==> src/rtl/brainfuck_pkg.sv <==
// Shared definitions for the brainfuck core and its pre-execution helpers.
//   - Instruction byte values for the bracket opcodes (also used by brainfuck_cpu).
//   - Error codes reported by brainfuck_jump_resolver.
//   - State encoding of the jump resolver sequencer.
package brainfuck_pkg;

   localparam logic [7:0] INST_JUMP_FWD  = 8'h5b;  // '['
   localparam logic [7:0] INST_JUMP_BACK = 8'h5d;  // ']'

   localparam logic [2:0] ERR_NONE            = 3'd0;
   localparam logic [2:0] ERR_UNMATCHED_CLOSE = 3'd1;
   localparam logic [2:0] ERR_UNMATCHED_OPEN  = 3'd2;
   localparam logic [2:0] ERR_STACK_OVERFLOW  = 3'd3;
   localparam logic [2:0] ERR_TARGET_OVERFLOW = 3'd4;

   localparam logic [2:0] ST_IDLE  = 3'd0;
   localparam logic [2:0] ST_SCAN  = 3'd1;
   localparam logic [2:0] ST_FIX   = 3'd2;
   localparam logic [2:0] ST_DONE  = 3'd3;
   localparam logic [2:0] ST_ERROR = 3'd4;

endpackage

==> src/rtl/brainfuck_bracket_stack.sv <==
// Synchronous LIFO holding the addresses of currently open '[' brackets.
// Ports:
//   clk, rst_i    clock, asynchronous active-low reset (stack pointer only)
//   clear         empty the stack on the next edge (wins over push/pop)
//   push, pop     push push_data / discard top on the next edge
//   push_data     address to push
//   top           combinational top-of-stack entry (valid when !empty)
//   full, empty   occupancy flags; full means 2^ADDR_WIDTH entries held
module brainfuck_bracket_stack #(
   parameter int DATA_WIDTH = 15,
   parameter int ADDR_WIDTH = 8
) (
   input  logic                  clk,
   input  logic                  rst_i,
   input  logic                  clear,
   input  logic                  push,
   input  logic                  pop,
   input  logic [DATA_WIDTH-1:0] push_data,
   output logic [DATA_WIDTH-1:0] top,
   output logic                  full,
   output logic                  empty
);

   localparam int DEPTH = 1 << ADDR_WIDTH;

   logic [DATA_WIDTH-1:0] mem [DEPTH];
   logic [ADDR_WIDTH:0]   sp;
   logic [ADDR_WIDTH-1:0] top_idx;

   // One extra pointer bit distinguishes full from empty.
   assign full    = sp[ADDR_WIDTH];
   assign empty   = (sp == '0);
   assign top_idx = sp[ADDR_WIDTH-1:0] - ADDR_WIDTH'(1);
   assign top     = mem[top_idx];

   always_ff @(posedge clk or negedge rst_i) begin
      if (!rst_i) begin
         sp <= '0;
      end else if (clear) begin
         sp <= '0;
      end else if (push && !full) begin
         sp <= sp + (ADDR_WIDTH+1)'(1);
      end else if (pop && !empty) begin
         sp <= sp - (ADDR_WIDTH+1)'(1);
      end
   end

   // Storage carries no reset; only the pointer defines validity.
   always_ff @(posedge clk) begin
      if (push && !full && !clear) begin
         mem[sp[ADDR_WIDTH-1:0]] <= push_data;
      end
   end

endmodule

==> src/rtl/brainfuck_jump_resolver.sv <==
// Pre-execution sequencer: scans program memory once and fills the jump-pointer
// memory with matched-bracket targets for brainfuck_cpu. Runs while the CPU is
// held in reset; the CPU is released with (rst_i & done).
// '[' at i gets target j+1 and ']' at j gets target i+1 (the CPU jumps after
// its pc has already been incremented).
// Optional build macro: JUMP_RESOLVER_CLEAR_EN -- when defined, every
// non-bracket byte also gets jumpptr[address] = 0 during the scan.
// Ports:
//   clk, rst_i          clock, asynchronous active-low reset
//   start               begin a scan (honoured only in IDLE, DONE, ERROR)
//   prog_size           program length in bytes
//   inst_addr           program read address
//   inst_load_data      program byte at inst_addr (combinational read)
//   jumpptr_addr        jump-memory write address
//   jumpptr_store_data  jump target to write
//   jumpptr_we          jump-memory write strobe
//   busy                scan in progress
//   done, error         terminal status, held until the next start
//   error_code          1 unmatched ']', 2 unmatched '[', 3 stack overflow,
//                       4 target overflow
//   error_addr          address of the offending bracket
module brainfuck_jump_resolver
   import brainfuck_pkg::*;
#(
   parameter int INST_ADDR_WIDTH  = 15,
   parameter int STACK_ADDR_WIDTH = 8
) (
   input  logic                       clk,
   input  logic                       rst_i,
   input  logic                       start,
   input  logic [INST_ADDR_WIDTH:0]   prog_size,
   output logic [INST_ADDR_WIDTH-1:0] inst_addr,
   input  logic [7:0]                 inst_load_data,
   output logic [INST_ADDR_WIDTH-1:0] jumpptr_addr,
   output logic [INST_ADDR_WIDTH-1:0] jumpptr_store_data,
   output logic                       jumpptr_we,
   output logic                       busy,
   output logic                       done,
   output logic                       error,
   output logic [2:0]                 error_code,
   output logic [INST_ADDR_WIDTH-1:0] error_addr
);

   logic [2:0]                 state;
   // Scan address carries one extra bit so a full-size program cannot wrap.
   logic [INST_ADDR_WIDTH:0]   scan_addr;
   logic [INST_ADDR_WIDTH-1:0] scan_addr_lo;
   logic [INST_ADDR_WIDTH-1:0] match_addr;
   logic [INST_ADDR_WIDTH-1:0] stk_top;
   logic                       stk_full;
   logic                       stk_empty;
   logic                       stk_push;
   logic                       stk_pop;
   logic                       start_ok;
   logic                       in_range;
   logic                       is_open;
   logic                       is_close;
   logic                       at_max;
   logic                       scan_byte;

   assign scan_addr_lo = scan_addr[INST_ADDR_WIDTH-1:0];
   assign inst_addr    = scan_addr_lo;

   assign start_ok  = start && ((state == ST_IDLE) || (state == ST_DONE) || (state == ST_ERROR));
   assign in_range  = (scan_addr < prog_size);
   assign scan_byte = (state == ST_SCAN) && in_range;
   assign is_open   = (inst_load_data == INST_JUMP_FWD);
   assign is_close  = (inst_load_data == INST_JUMP_BACK);
   // A ']' at the last address would need target address+1 for its '['.
   assign at_max    = &scan_addr_lo;

   assign stk_push = scan_byte && is_open && !stk_full;
   assign stk_pop  = scan_byte && is_close && !stk_empty && !at_max;

   assign busy  = (state == ST_SCAN) || (state == ST_FIX);
   assign done  = (state == ST_DONE);
   assign error = (state == ST_ERROR);

   brainfuck_bracket_stack #(
      .DATA_WIDTH (INST_ADDR_WIDTH),
      .ADDR_WIDTH (STACK_ADDR_WIDTH)
   ) u_stack (
      .clk       (clk),
      .rst_i     (rst_i),
      .clear     (start_ok),
      .push      (stk_push),
      .pop       (stk_pop),
      .push_data (scan_addr_lo),
      .top       (stk_top),
      .full      (stk_full),
      .empty     (stk_empty)
   );

   // Write port: ']' cycle writes its own entry from the popped '[' address,
   // the following FIX cycle back-patches the '[' entry.
   always_comb begin
      jumpptr_we         = 1'b0;
      jumpptr_addr       = '0;
      jumpptr_store_data = '0;
      if (stk_pop) begin
         jumpptr_we         = 1'b1;
         jumpptr_addr       = scan_addr_lo;
         jumpptr_store_data = stk_top + INST_ADDR_WIDTH'(1);
      end else if (state == ST_FIX) begin
         jumpptr_we         = 1'b1;
         jumpptr_addr       = match_addr;
         jumpptr_store_data = scan_addr_lo + INST_ADDR_WIDTH'(1);
      end
`ifdef JUMP_RESOLVER_CLEAR_EN
      else if (scan_byte && !is_open && !is_close) begin
         jumpptr_we         = 1'b1;
         jumpptr_addr       = scan_addr_lo;
         jumpptr_store_data = '0;
      end
`endif
   end

   always_ff @(posedge clk or negedge rst_i) begin
      if (!rst_i) begin
         state      <= ST_IDLE;
         scan_addr  <= '0;
         error_code <= ERR_NONE;
         error_addr <= '0;
      end else begin
         case (state)
            ST_IDLE, ST_DONE, ST_ERROR: begin
               if (start) begin
                  state      <= ST_SCAN;
                  scan_addr  <= '0;
                  error_code <= ERR_NONE;
                  error_addr <= '0;
               end
            end
            ST_SCAN: begin
               if (!in_range) begin
                  if (stk_empty) begin
                     state <= ST_DONE;
                  end else begin
                     state      <= ST_ERROR;
                     error_code <= ERR_UNMATCHED_OPEN;
                     error_addr <= stk_top;
                  end
               end else if (is_open) begin
                  if (stk_full) begin
                     state      <= ST_ERROR;
                     error_code <= ERR_STACK_OVERFLOW;
                     error_addr <= scan_addr_lo;
                  end else begin
                     scan_addr <= scan_addr + (INST_ADDR_WIDTH+1)'(1);
                  end
               end else if (is_close) begin
                  if (stk_empty) begin
                     state      <= ST_ERROR;
                     error_code <= ERR_UNMATCHED_CLOSE;
                     error_addr <= scan_addr_lo;
                  end else if (at_max) begin
                     state      <= ST_ERROR;
                     error_code <= ERR_TARGET_OVERFLOW;
                     error_addr <= scan_addr_lo;
                  end else begin
                     state <= ST_FIX;
                  end
               end else begin
                  scan_addr <= scan_addr + (INST_ADDR_WIDTH+1)'(1);
               end
            end
            ST_FIX: begin
               state     <= ST_SCAN;
               scan_addr <= scan_addr + (INST_ADDR_WIDTH+1)'(1);
            end
            default: state <= ST_IDLE;
         endcase
      end
   end

   // Popped '[' address, held for the FIX back-patch.
   always_ff @(posedge clk) begin
      if (stk_pop) begin
         match_addr <= stk_top;
      end
   end

endmodule

==> config.mk <==
export PLATFORM = sky130hd
export DESIGN_NAME = brainfuck_jump_resolver
export DESIGN_NICKNAME = d
export VERILOG_FILES = /design/src/rtl/brainfuck_pkg.sv /design/src/rtl/brainfuck_bracket_stack.sv /design/src/rtl/brainfuck_jump_resolver.sv
export SDC_FILE = /design/constraint.sdc
export NUM_CORES = 2
export LEC_CHECK = 0
export CAP_MARGIN = 25
export CORE_UTILIZATION = 52
export CTS_CLUSTER_DIAMETER = 120
export DETAILED_ROUTE_END_ITERATION = 16
export PLACE_DENSITY = 0.7
export RECOVER_POWER = 25
export SLEW_MARGIN = 20
export SYNTH_ARGS = -nofsm -noshare
export SYNTH_HDL_FRONTEND = slang
export SYNTH_SLANG_ARGS = --single-unit
==> constraint.sdc <==
create_clock -name clk -period 8.2 [get_ports clk]
set_clock_uncertainty 0.1 [all_clocks]
set_input_delay 1.64 -clock clk [delete_from_list [all_inputs] [get_ports clk]]
set_output_delay 1.64 -clock clk [all_outputs]
set_load 0.02 [all_outputs]
==> impl_metrics.csv <==
group,metric,value,unit
outcome,status,"finished, violations left",
outcome,violations,"max-capacitance violations, max-slew violations",
clock_network,clk_latency,930,ps
worst_setup_path,critPathLaunch,"u_stack.sp[2]$_DFFE_PN0P_",
logic_synthesis,synthMuxAreaShare,0.151,
logic_synthesis,synth_cells,7636,
sta,fin_hold_ws,405,ps
logic_synthesis,yosysSeqAreaShare,0.757,
floorplan,coreArea,295000,µm²
drt,drtIter0Drc,12947,
finish,seqCellArea,117000,µm²
logic_synthesis,ys_async_sr_fraction,0.0118,
finish,drive_gt1_frac,0.261,
clock_network,cts_hold_buf,0,
drt,vias,82878,
logic_synthesis,yosys.area_share.simple,0.0445,
pwr,p_comb_frac,0.065,
sta,post-route-period-util,0.997,
global_route,grt_use_total,0.293,
worst_hold_path,holdPathEnd,"error_addr[5]$_DFFE_PN0P_",
worst_setup_path,regToRegSetupSlack,1160,ps
clock_network,numCtsBuffers,387,
sta,drv_slew,1846,
worst_hold_path,hold_depth,1,
logic_synthesis,syn_nets,7694,
finish,multiInputGateArea,34700,µm²
pwr,switching_power,9.59,mW
pwr,seqPwrFrac,0.517,
logic_synthesis,ys_types,105,
sta,min_period,8180,ps
worst_setup_path,critPathLaunchType,"register",
placement,place_inst,11769,
worst_setup_path,critPathKind,"register to output pin",
placement,numPortBuffers,93,
drt,wl_per_cell,35.2,µm
worst_setup_path,critical_path.max_fanout,15,
logic_synthesis,synthFlopType,"edfxtp_1",
flow_run,maxCapViolations,36,
clock_network,cts_tree,"done",
sta,worst_pin_slew,4800,ps
pwr,p_sw_frac,0.225,
logic_synthesis,ys_warn_count,0,
logic_synthesis,syn_area,154000,µm²
finish,final_area,176000,µm²
global_route,grt_pass1_vias,80794,
finish,fillCellCount,20282,
worst_setup_path,worstPathRequired,6460,ps
clock_network,cts.htree.levels,5,
floorplan,rows,199,
worst_setup_path,cp-end-kind,"output pin",
clock_network,clk_pin_slew,70,ps
floorplan,start_util,0.524,
drt,viasPerCell,6.61,
worst_setup_path,reg2reg_depth,11,
global_route,antenna_found_initial,28,
worst_hold_path,hold_start,"error_addr[5]$_DFFE_PN0P_",
placement,hpwl,271,mm
finish,nets,8339,
logic_synthesis,synth_top_family_by_area,"multiplexers",
worst_setup_path,reg2reg_to,"u_stack.mem[210][12]$_DFFE_PP_",
placement,placed_cell_area,162000,µm²
pwr,clkPwrFrac,0.418,
drt,first_pass_iters,12,
drt,drc_errors,0,
global_route,grt_pass1_wl,615,mm
finish,final_cells,12534,
sta,grt_setup_unrepaired,"no",
floorplan,dieArea,299000,µm²
sta,hold_viol,0,
sta,fmax,0.122,GHz
pwr,ir_drop,194,µV
clock_network,ctsLongestPathBuffers,4,
pwr,p_per_area,243,nW/µm²
clock_network,numClockSinks,3901,
logic_synthesis,synth_edf_count,3855,
worst_setup_path,timing.rr.start,"scan_addr[6]$_DFFE_PN0P_",
sta,setup_viol,0,
logic_synthesis,synth-compound-area-share,0.0211,
worst_setup_path,cp.arrival,6440,ps
logic_synthesis,synth_seq_cells,3901,
logic_synthesis,syn_area_per_cell,20.2,µm²
floorplan,die_w,547,µm
drt,ant_nets,0,
floorplan,die_h,547,µm
clock_network,clockRootBuffer,"clkbuf_16",
finish,area_growth_syn_to_layout,14.0,%
global_route,grt_max_degree,166,
global_route,grt_overflow,0,
sta,relSlewSlack,-2.20,
drt,drt_wl_total,441,mm
worst_hold_path,holdCritPathClass,"register to register",
logic_synthesis,synth_xor_area_frac,0.00174,
pwr,p_int,33.1,mW
floorplan,ios,94,
pwr,p_leak,56.2,nW
placement,place_congestion,0.959,
logic_synthesis,synthAdderAreaFrac,0.00256,
finish,utilization,0.598,
## synthesized netlist by cell type, drive strengths merged (8+ instances only)
| cell | instances | area, µm² |
|---|---|---|
| or2 | 8 | 50.1 |
| mux2 | 48 | 541 |
| buf | 342 | 2790 |
| a31oi | 68 | 425 |
| edfxtp | 3855 | 116000 |
| and3 | 52 | 330 |
| a311oi | 14 | 129 |
| nor3 | 18 | 126 |
| and2 | 10 | 63.8 |
| nand2 | 695 | 2610 |
| a22o | 17 | 149 |
| inv | 37 | 139 |
| nand4 | 12 | 75.1 |
| o21ai | 85 | 437 |
| or4 | 10 | 82.6 |
| or3 | 8 | 55.1 |
| a21o | 15 | 113 |
| a21oi | 61 | 309 |
| nand2b | 14 | 87.6 |
| nor4 | 14 | 140 |
| o22ai | 31 | 194 |
| nor2b | 15 | 93.8 |
| mux4 | 932 | 21000 |
| o221ai | 9 | 78.8 |
| ha | 30 | 375 |
| mux2i | 168 | 1680 |
| o211ai | 19 | 153 |
| nand3 | 338 | 1700 |
| a32oi | 40 | 350 |
| dfrtp | 46 | 1150 |
| nor2 | 360 | 1350 |
| xor2 | 8 | 77.6 |
| a221oi | 14 | 146 |
| clkbuf | 122 | 458 |
| a211oi | 8 | 65.1 |
| xnor2 | 21 | 191 |
| o31ai | 12 | 95.1 |
## power by group through the flow
stage                     combinational [mW]  clock (mW)  sequential, mW
after floorplan                         1.20           0            22.6
after global placement                  2.50           0            22.5
after detailed placement                2.55           0            22.5
after CTS                               2.61        18.0            22.1
after global routing                    2.80        18.7            22.1
final                                   2.76        17.9            22.1
## layout make-up
type,count,area share
diodes,28,0.000398
flip-flops and latches,3901,0.664
repair buffers,718,0.0374
multi-input cells,3235,0.197
inverters,38,0.000832
clock inverters,225,0.0145
well taps,3919,0.0279
clock buffers,470,0.0576
## cells in the final DEF, fill, tap and decap left out, types with 64 or more instances in the layout
cell type and n:
a31oi_1 64, buf_12 65, buf_4 511, clkbuf_1 103, clkbuf_16 392, clkdlybuf4s50_1 89, clkinv_1 77, edfxtp_1 3855
mux2i_1 162, mux4_2 918, nand2_1 684, nand3_1 329, nor2_1 354, o21ai_0 74
## cells by family (layout without fill, tap and decap cells)
family	after synthesis	count (layout)
AO/OA/AOI/OAI	459	459
XOR/XNOR	29	29
adder cells (fa/ha/maj)	31	31
buffers and inverters	502	1451
flip-flops	3901	3901
multiplexers	1148	1148
other	0	28
AND/OR/NAND/NOR	1566	1568
## sequential cells by signal (all words and copies together), names as in the netlist
register	count
match_addr	15
u_stack.mem	3840
state	3
u_stack.sp	9
error_code	3
error_addr	15
scan_addr	16
## critical path, stage by stage (launching register included)
cell and delay, ps:
dfrtp_1 650, buf_4 350, or3_1 480, o31a_1 560, buf_4 330, a21oi_1 840
a2111oi_0 200, a221oi_1 490, o21ai_4 190, nor4_2 380, xnor2_1 160, o22ai_1 200
clkdlybuf4s50_1 640
## through the flow
step	setup slack, ps	setup TNS [ps]	power (mW)
after global placement	-143	-206	25.0
after floorplan	84.9	0	23.8
final	23.7	0	42.7
after global routing	7.22	0	43.6
after detailed placement	259	0	25.0
after CTS	3.94	0	42.6
## routing by layer
metal | GRT usage | wire length (µm) | up-vias
met2 | 0.438 | 201000 | 5988
met5 | 0 | 67 | -
li1 | - | - | 32586
met1 | 0.400 | 158000 | 43258
met3 | 0.0819 | 57900 | 1036
met4 | 0.142 | 23500 | 10
## how the worst max path moves through the flow
stage                        endpoint  depth (start not counted)  slack, ps
6_report        jumpptr_store_data[6]                         12         20
3_3_place_gp    jumpptr_store_data[9]                         14       -140
2_1_floorplan  jumpptr_store_data[11]                         12         80
5_1_grt               jumpptr_addr[6]                         11          7
4_1_cts         jumpptr_store_data[9]                         21          4
3_5_place_dp    jumpptr_store_data[9]                         18        260
## repair_timing
item,in CTS,in global routing
pin swaps,9,6
cloned,5,0
setup buffers,29,4
setup endpoints to repair,13,11
gates resized for setup,51,43
endpoints found under the hold margin,0,0
(Power assumes the default switching activity.)
